`config.mk`:
```
export PLATFORM = sky130hd
export DESIGN_NAME = game_ui_sequencer_flat
export DESIGN_NICKNAME = d
export VERILOG_FILES = /design/src/rtl/game_ui_pkg.sv /design/src/rtl/game_ui_sequencer_if.sv /design/src/rtl/game_ui_time_gate.sv /design/src/rtl/game_ui_sequencer.sv /design/src/flat_wrapper.sv
export SDC_FILE = /design/constraint.sdc
export NUM_CORES = 1
export LEC_CHECK = 0
export CORE_UTILIZATION = 60
export DETAILED_ROUTE_END_ITERATION = 10
export DONT_BUFFER_PORTS = 1
export PLACE_DENSITY = 0.8
export SLEW_MARGIN = 20
export SYNTH_ARGS = -nofsm -noshare
export SYNTH_HDL_FRONTEND = slang
export SYNTH_SLANG_ARGS = --single-unit
```
`constraint.sdc`:
```
create_clock -name clk -period 2.65 [get_ports clk]
set_clock_uncertainty 0.2 [all_clocks]
set_input_delay 0.1325 -clock clk [delete_from_list [all_inputs] [get_ports clk]]
set_output_delay 0.1325 -clock clk [all_outputs]
set_load 0.01 [all_outputs]
```
`src/rtl/game_ui_pkg.sv`:
```
// Shared definitions for the UI-configuration ROM sequencer and its reader.
package game_ui_pkg;

  typedef enum logic [2:0] {
    IDLE  = 3'd0,
    FETCH = 3'd1,
    ACK   = 3'd2,
    WAIT  = 3'd3,
    DONE  = 3'd4,
    ERROR = 3'd5
  } state_t;

  localparam int DEFAULT_FETCH_TIMEOUT = 16;

  // A ROM entry of all ones terminates the sequence.
  localparam int ENTRY_WIDTH = 32;
  localparam logic [ENTRY_WIDTH-1:0] END_MARKER = '1;

  function automatic logic is_end_marker(input logic [ENTRY_WIDTH-1:0] entry);
    return entry == END_MARKER;
  endfunction

endpackage

```
`src/rtl/game_ui_sequencer_if.sv`:
```
// Address/sync handshake between the sequencer (master) and the ROM reader (slave).
interface game_ui_sequencer_if #(
  parameter int ADDR_WIDTH    = 10,
  parameter int MAXIMUM_TIMES = 30
);
  logic [ADDR_WIDTH-1:0]    rom_addr;
  logic                     rom_sync;
  logic                     rom_update;
  logic [MAXIMUM_TIMES-1:0] rom_next_time;
  logic                     rom_is_end;

  modport master (
    output rom_addr, rom_sync,
    input  rom_update, rom_next_time, rom_is_end
  );

  modport slave (
    input  rom_addr, rom_sync,
    output rom_update, rom_next_time, rom_is_end
  );
endinterface

```
`src/rtl/game_ui_time_gate.sv`:
```
// Registered "time reached and not paused" flag against a loadable target time.
// One cycle of latency: met reflects current_time/pause of the previous cycle.
module game_ui_time_gate #(
  parameter int MAXIMUM_TIMES = 30
) (
  input  logic                     clk,
  input  logic                     reset,
  input  logic                     load,
  input  logic [MAXIMUM_TIMES-1:0] load_time,
  input  logic [MAXIMUM_TIMES-1:0] current_time,
  input  logic                     pause,
  output logic                     met
);
  logic [MAXIMUM_TIMES-1:0] target_time;

  always_ff @(posedge clk) begin
    if (reset) begin
      target_time <= '0;
      met         <= 1'b0;
    end else begin
      if (load) target_time <= load_time;
      // Plain unsigned compare: the time base is not expected to wrap.
      met <= !pause && (current_time >= target_time);
    end
  end
endmodule

```
`src/rtl/game_ui_sequencer.sv`:
```
// Walks the UI ROM reader entry by entry, one apply pulse per entry, pacing fetches on game time.
// rom_update to next FETCH is 3 cycles minimum; pause stalls only the time wait, never a handshake.
module game_ui_sequencer
  import game_ui_pkg::*;
#(
  parameter int ADDR_WIDTH    = 10,
  parameter int MAXIMUM_TIMES = 30,
  parameter int FETCH_TIMEOUT = DEFAULT_FETCH_TIMEOUT
) (
  input  logic                     clk,
  input  logic                     reset,
  input  logic                     start,
  input  logic                     pause,
  input  logic [MAXIMUM_TIMES-1:0] current_time,
  game_ui_sequencer_if.master      rom,
  output logic                     apply_ui,
  output logic [ADDR_WIDTH-1:0]    entry_index,
  output logic                     busy,
  output logic                     done,
  output logic                     overflow,
  output logic                     error
);
  localparam int                    CNT_W     = $clog2(FETCH_TIMEOUT);
  localparam logic [CNT_W-1:0]      CNT_LAST  = CNT_W'(FETCH_TIMEOUT - 1);
  localparam logic [ADDR_WIDTH-1:0] LAST_ADDR = '1;

  state_t                state;
  logic [ADDR_WIDTH-1:0] addr;
  logic                  sync;
  logic                  end_flag;
  logic [CNT_W-1:0]      timeout_cnt;
  logic                  time_met;
  logic                  load_target;

  assign load_target  = (state == FETCH) && rom.rom_update;
  assign rom.rom_addr = addr;
  assign rom.rom_sync = sync;

  game_ui_time_gate #(
    .MAXIMUM_TIMES(MAXIMUM_TIMES)
  ) u_time_gate (
    .clk          (clk),
    .reset        (reset),
    .load         (load_target),
    .load_time    (rom.rom_next_time),
    .current_time (current_time),
    .pause        (pause),
    .met          (time_met)
  );

  always_ff @(posedge clk) begin
    if (reset) begin
      state       <= IDLE;
      addr        <= '0;
      sync        <= 1'b1;
      apply_ui    <= 1'b0;
      entry_index <= '0;
      busy        <= 1'b0;
      done        <= 1'b0;
      overflow    <= 1'b0;
      error       <= 1'b0;
      end_flag    <= 1'b0;
      timeout_cnt <= '0;
    end else begin
      apply_ui <= 1'b0;
      case (state)
        IDLE, DONE, ERROR: begin
          if (start) begin
            state       <= FETCH;
            addr        <= '0;
            sync        <= 1'b0;
            busy        <= 1'b1;
            done        <= 1'b0;
            overflow    <= 1'b0;
            error       <= 1'b0;
            timeout_cnt <= '0;
          end
        end
        FETCH: begin
          if (rom.rom_update) begin
            // Apply is decided here so the pulse lines up with the ACK cycle itself.
            state    <= ACK;
            sync     <= 1'b1;
            end_flag <= rom.rom_is_end;
            apply_ui <= !rom.rom_is_end;
            if (!rom.rom_is_end) entry_index <= addr;
          end else if (timeout_cnt == CNT_LAST) begin
            state <= ERROR;
            sync  <= 1'b1;
            busy  <= 1'b0;
            error <= 1'b1;
          end else begin
            timeout_cnt <= timeout_cnt + 1'b1;
          end
        end
        ACK: begin
          if (end_flag) begin
            state <= DONE;
            busy  <= 1'b0;
            done  <= 1'b1;
          end else begin
            state <= WAIT;
          end
        end
        WAIT: begin
          // The gate lags a cycle, so the live pause also blocks the step.
          if (time_met && !pause) begin
            if (addr == LAST_ADDR) begin
              state    <= DONE;
              busy     <= 1'b0;
              done     <= 1'b1;
              overflow <= 1'b1;
            end else begin
              state       <= FETCH;
              sync        <= 1'b0;
              addr        <= addr + 1'b1;
              timeout_cnt <= '0;
            end
          end
        end
        default: begin
          state <= IDLE;
          sync  <= 1'b1;
          busy  <= 1'b0;
        end
      endcase
    end
  end
endmodule

```
`src/flat_wrapper.sv`:
```
// flat-port wrapper written by rule: the top's interface ports become plain ports
module game_ui_sequencer_flat import game_ui_pkg::*;
#(
  parameter int ADDR_WIDTH    = 10,
  parameter int MAXIMUM_TIMES = 30,
  parameter int FETCH_TIMEOUT = DEFAULT_FETCH_TIMEOUT
)
  (clk, reset, start, pause, current_time, apply_ui, entry_index, busy, done, overflow, error, rom_rom_addr, rom_rom_sync, rom_rom_update, rom_rom_next_time, rom_rom_is_end);
  game_ui_sequencer_if #(.ADDR_WIDTH(ADDR_WIDTH), .MAXIMUM_TIMES(MAXIMUM_TIMES)) rom_i ();
  input  logic clk;
  input  logic reset;
  input  logic start;
  input  logic pause;
  input  logic [MAXIMUM_TIMES-1:0] current_time;
  output logic apply_ui;
  output logic [ADDR_WIDTH-1:0] entry_index;
  output logic busy;
  output logic done;
  output logic overflow;
  output logic error;
  output wire logic [$bits(rom_i.rom_addr)-1:0] rom_rom_addr;
  output wire logic [$bits(rom_i.rom_sync)-1:0] rom_rom_sync;
  input wire logic [$bits(rom_i.rom_update)-1:0] rom_rom_update;
  input wire logic [$bits(rom_i.rom_next_time)-1:0] rom_rom_next_time;
  input wire logic [$bits(rom_i.rom_is_end)-1:0] rom_rom_is_end;
  assign rom_rom_addr = rom_i.rom_addr;
  assign rom_rom_sync = rom_i.rom_sync;
  assign rom_i.rom_update = rom_rom_update;
  assign rom_i.rom_next_time = rom_rom_next_time;
  assign rom_i.rom_is_end = rom_rom_is_end;
  game_ui_sequencer #(.ADDR_WIDTH(ADDR_WIDTH), .MAXIMUM_TIMES(MAXIMUM_TIMES), .FETCH_TIMEOUT(FETCH_TIMEOUT)) u_core (.clk(clk), .reset(reset), .start(start), .pause(pause), .current_time(current_time), .rom(rom_i), .apply_ui(apply_ui), .entry_index(entry_index), .busy(busy), .done(done), .overflow(overflow), .error(error));
endmodule
```
==> run_results.csv <==
group,metric,value,unit
placed_design,preCtsSetupSlack,355,ps
synth,yosys.area_share.adder,11.7,%
power,power,2.47,mW
hold_path,hold_class,"primary input to flop",
synth,muxShareOfSynthArea,0.292,%
grt,overflow,0,
floorplan,rows,27,
setup_path,regToRegSetupSlack,150,ps
routing,drt_wl_total,8.65,mm
cells_and_area,fillers,378,
clocking,cts_max_level,3,
synth,synth-compound-area-share,18.2,%
synth,ys.flop_type,"dfxtp_1",
run,cap_viol_max_count,0,
setup_path,startpoint_type,"flop",
synth,synth_area_leaders,"dfxtp_1 (38%), ha_1 (12%), nand2_1 (10%)",
synth,syn-cell-area,3420,um^2
grt,grt_pass1_wl,13.9,mm
clocking,post_cts_buffers,0,
grt,antenna_found_initial,1,
setup_path,crit_fanout,2,
clocking,numCtsBuffers,9,
clocking,cts_tree,"yes",
setup_path,cp_slowest_stage_delay,570,ps
synth,synth_seq_area_share,38.0,%
routing,vias,3150,
synth,yosysWarnings,0,
routing,drt_iter0_markers,200,
clocking,clock-sinks,65,
grt,gr-max-usage-layer,"met2",
clocking,worstSkewPairLatency,340,ps
floorplan,io_pins,92,
synth,synth_enable_flop_cells,0,
cells_and_area,stdcell_area,4150,um^2
cells_and_area,syn_to_final_growth,21.2,%
clocking,clock-root-buffer,"clkbuf_8",
placed_design,io_buffers,0,
synth,async_reset_ff_share,0,%
clocking,cts.reportedPaths.clkPinSlew,70,ps
grt,grt_pass1_vias,3040,
sta,slew_headroom,62.2,%
routing,antenna_left,0,
power,p_per_area,596,nW/um^2
sta,fmax,399,MHz
synth,syn_nets,522,
cells_and_area,fin_util,75.3,%
power,peakVddDrop,0.000385,V
setup_path,cp_cell_sequence,"inv_1, ha_1, a21oi_1, o21ai_0, a221o_1, a22oi_1, dlygate4sd3_1, o21ai_0",
setup_path,required,2650,ps
sta,min_period_over_period,94.5,%
synth,postSynthCellCount,424,
routing,wl_per_cell,15.9,um
synth,synth_most_common_cell,"nand2_1",
synth,synth_commonest_cells,"nand2_1 (94), dfxtp_1 (65), a21oi_1 (60)",
cells_and_area,drive_gt1_share,6.81,%
routing,via_per_inst,5.79,
synth,ys_ff_latch,65,
power,p_leak,1.53,nW
grt,met1_usage,33.8,%
synth,synth_xor_xnor_area_share,1.79,%
floorplan,start_util,62.2,%
floorplan,core_area,5510,um^2
grt,grt.met3_usage,7.29,%
sta,rsz0062_at_grt,"no",
sta,fin_crit,2500,ps
sta,slew_violations,0,
setup_path,crit_top_cell,"o21ai_0",
grt,grt_usage,29.8,%
synth,yosysUniqueCellTypes,55,
floorplan,dieArea,6010,um^2
routing,drc_errors,0,
synth,syn_avg_cell_area,8.08,um^2
setup_path,setup.worst_path.end_class,"flop",
floorplan,die_h,77.6,um
setup_path,crit_type,"flop to flop",
sta,finalWorstSetupSlack,146,ps
status,status,"completed",
placed_design,gp_congestion,0.851,
grt,grt_start_max_net_pins,58,
setup_path,critPathArrivalTime,2500,ps
floorplan,die_w,77.6,um
grt,use_met2,52.0,%
synth,synth_top_cell_area_share,38.0,%
sta,setup-tns-final,0,ps
sta,finalSetupViolations,0,
sta,tightest_slew,553,ps
routing,drt-pass1-iter-count,5,
synth,yosys.area.top_type,"dfxtp_1",
cells_and_area,final_nets,564,
synth,yosys.area_share.simple,24.2,%
setup_path,cpMaxStageDelayCell,"dlygate4sd3_1",
synth,synth_top_family_by_area,"simple AND/OR/NAND/NOR gates",
placed_design,dpl_cell_area,3460,um^2
sta,hold_viol_final,0,
placed_design,hpwlAfterDp,5.06,mm
clocking,clk_path_buf_depth,2,
## sequential cells by signal, indices dropped and copies added (netlist names)
name,count
u_core.u_time_gate.target_time,30
u_core.entry_index,10
u_core.rom.rom_addr,10
u_core.timeout_cnt,4
u_core.state,3
u_core.apply_ui,1
u_core.busy,1
u_core.done,1
u_core.end_flag,1
u_core.error,1
u_core.overflow,1
u_core.rom.rom_sync,1
u_core.u_time_gate.met,1
## critical path, delay by kind of cell (launching register included)
family                   cells  cell delay, ps
AO/OA/AOI/OAI                5             910
adder cells (fa/ha/maj)      1             290
buffers and inverters        2             620
flip-flops                   1             340
## final timing paths
kind / start / end / cells past startpoint
worst max-delay path: u_core.u_time_gate.target_time[25] / u_core.u_time_gate.met / 8
worst min-delay path: rom_rom_update / u_core.busy / 4
worst max register to register: u_core.u_time_gate.target_time[25] / u_core.u_time_gate.met / 8
worst min register to register: u_core.u_time_gate.target_time[4] / u_core.u_time_gate.target_time[4] / 2
## cells in the final DEF (no fill, tap or decap), types with 3 or more instances in the layout
cell type	instances
a21oi_1	60
a22oi_1	3
a311oi_1	3
and3_1	3
clkbuf_8	11
dfxtp_1	65
dlygate4sd3_1	45
ha_1	32
inv_1	33
nand2_1	94
nand2b_1	10
nand3_1	8
nand4_1	7
nor2_1	18
nor2b_1	3
nor3_1	3
nor4b_1	3
o21ai_0	11
o31ai_1	3
xnor2_1	5
## metal layers
| metal | wire (um) | up-vias | part of all wire [%] |
|---|---|---|---|
| met1 | 3490 | 1478 | 40 |
| met2 | 4360 | 109 | 50 |
| met3 | 568 | 20 | 6.6 |
| li1 | - | 1543 | - |
| met5 | 0 | - | 0 |
| met4 | 224 | 0 | 2.6 |
## cell type report
type | count | area, um^2 | share of cell area [%]
antenna | 2 | 5.00 | 0.121
clock buffer | 12 | 155 | 3.74
clock inverter | 3 | 40.0 | 0.965
inverter | 34 | 128 | 3.08
multi-input combinational | 308 | 1940 | 46.7
sequential | 65 | 1300 | 31.4
tap | 72 | 90.1 | 2.17
timing repair buffer | 48 | 493 | 11.9
## kinds of logic (layout without fill, tap and decap cells)
kind of cell	Yosys count	count (layout)
DFF	65	65
and+or+nand+nor	167	167
adders and majority gates	32	32
other	0	2
buffers and inverters	51	97
muxes	1	1
xor gates and xnor gates	7	7
AOI/OAI and AO/OA	101	101
## where the power goes
part           switching (mW)  total, mW  internal, mW
registers              0.0672       1.11          1.04
logic                   0.290      0.528         0.238
clock network           0.360      0.838         0.478
## timing repair
action                                 in CTS  in global routing
gates resized for setup                     0                  1
endpoints found under the hold margin      56                  0
hold buffers                               46                  0
setup endpoints to repair                   0                  8
## per-stage QoR
| step | hold WS [ps] | std cells |
|---|---|---|
| final | 30.6 | 544 |
| after global routing | 54.2 | 542 |
| after CTS | 22.8 | 542 |
| after detailed placement | 7.76 | 481 |
| after global placement | 7.14 | 481 |
| after floorplan | 68.5 | 424 |
Power figures use the tool's default switching activity.
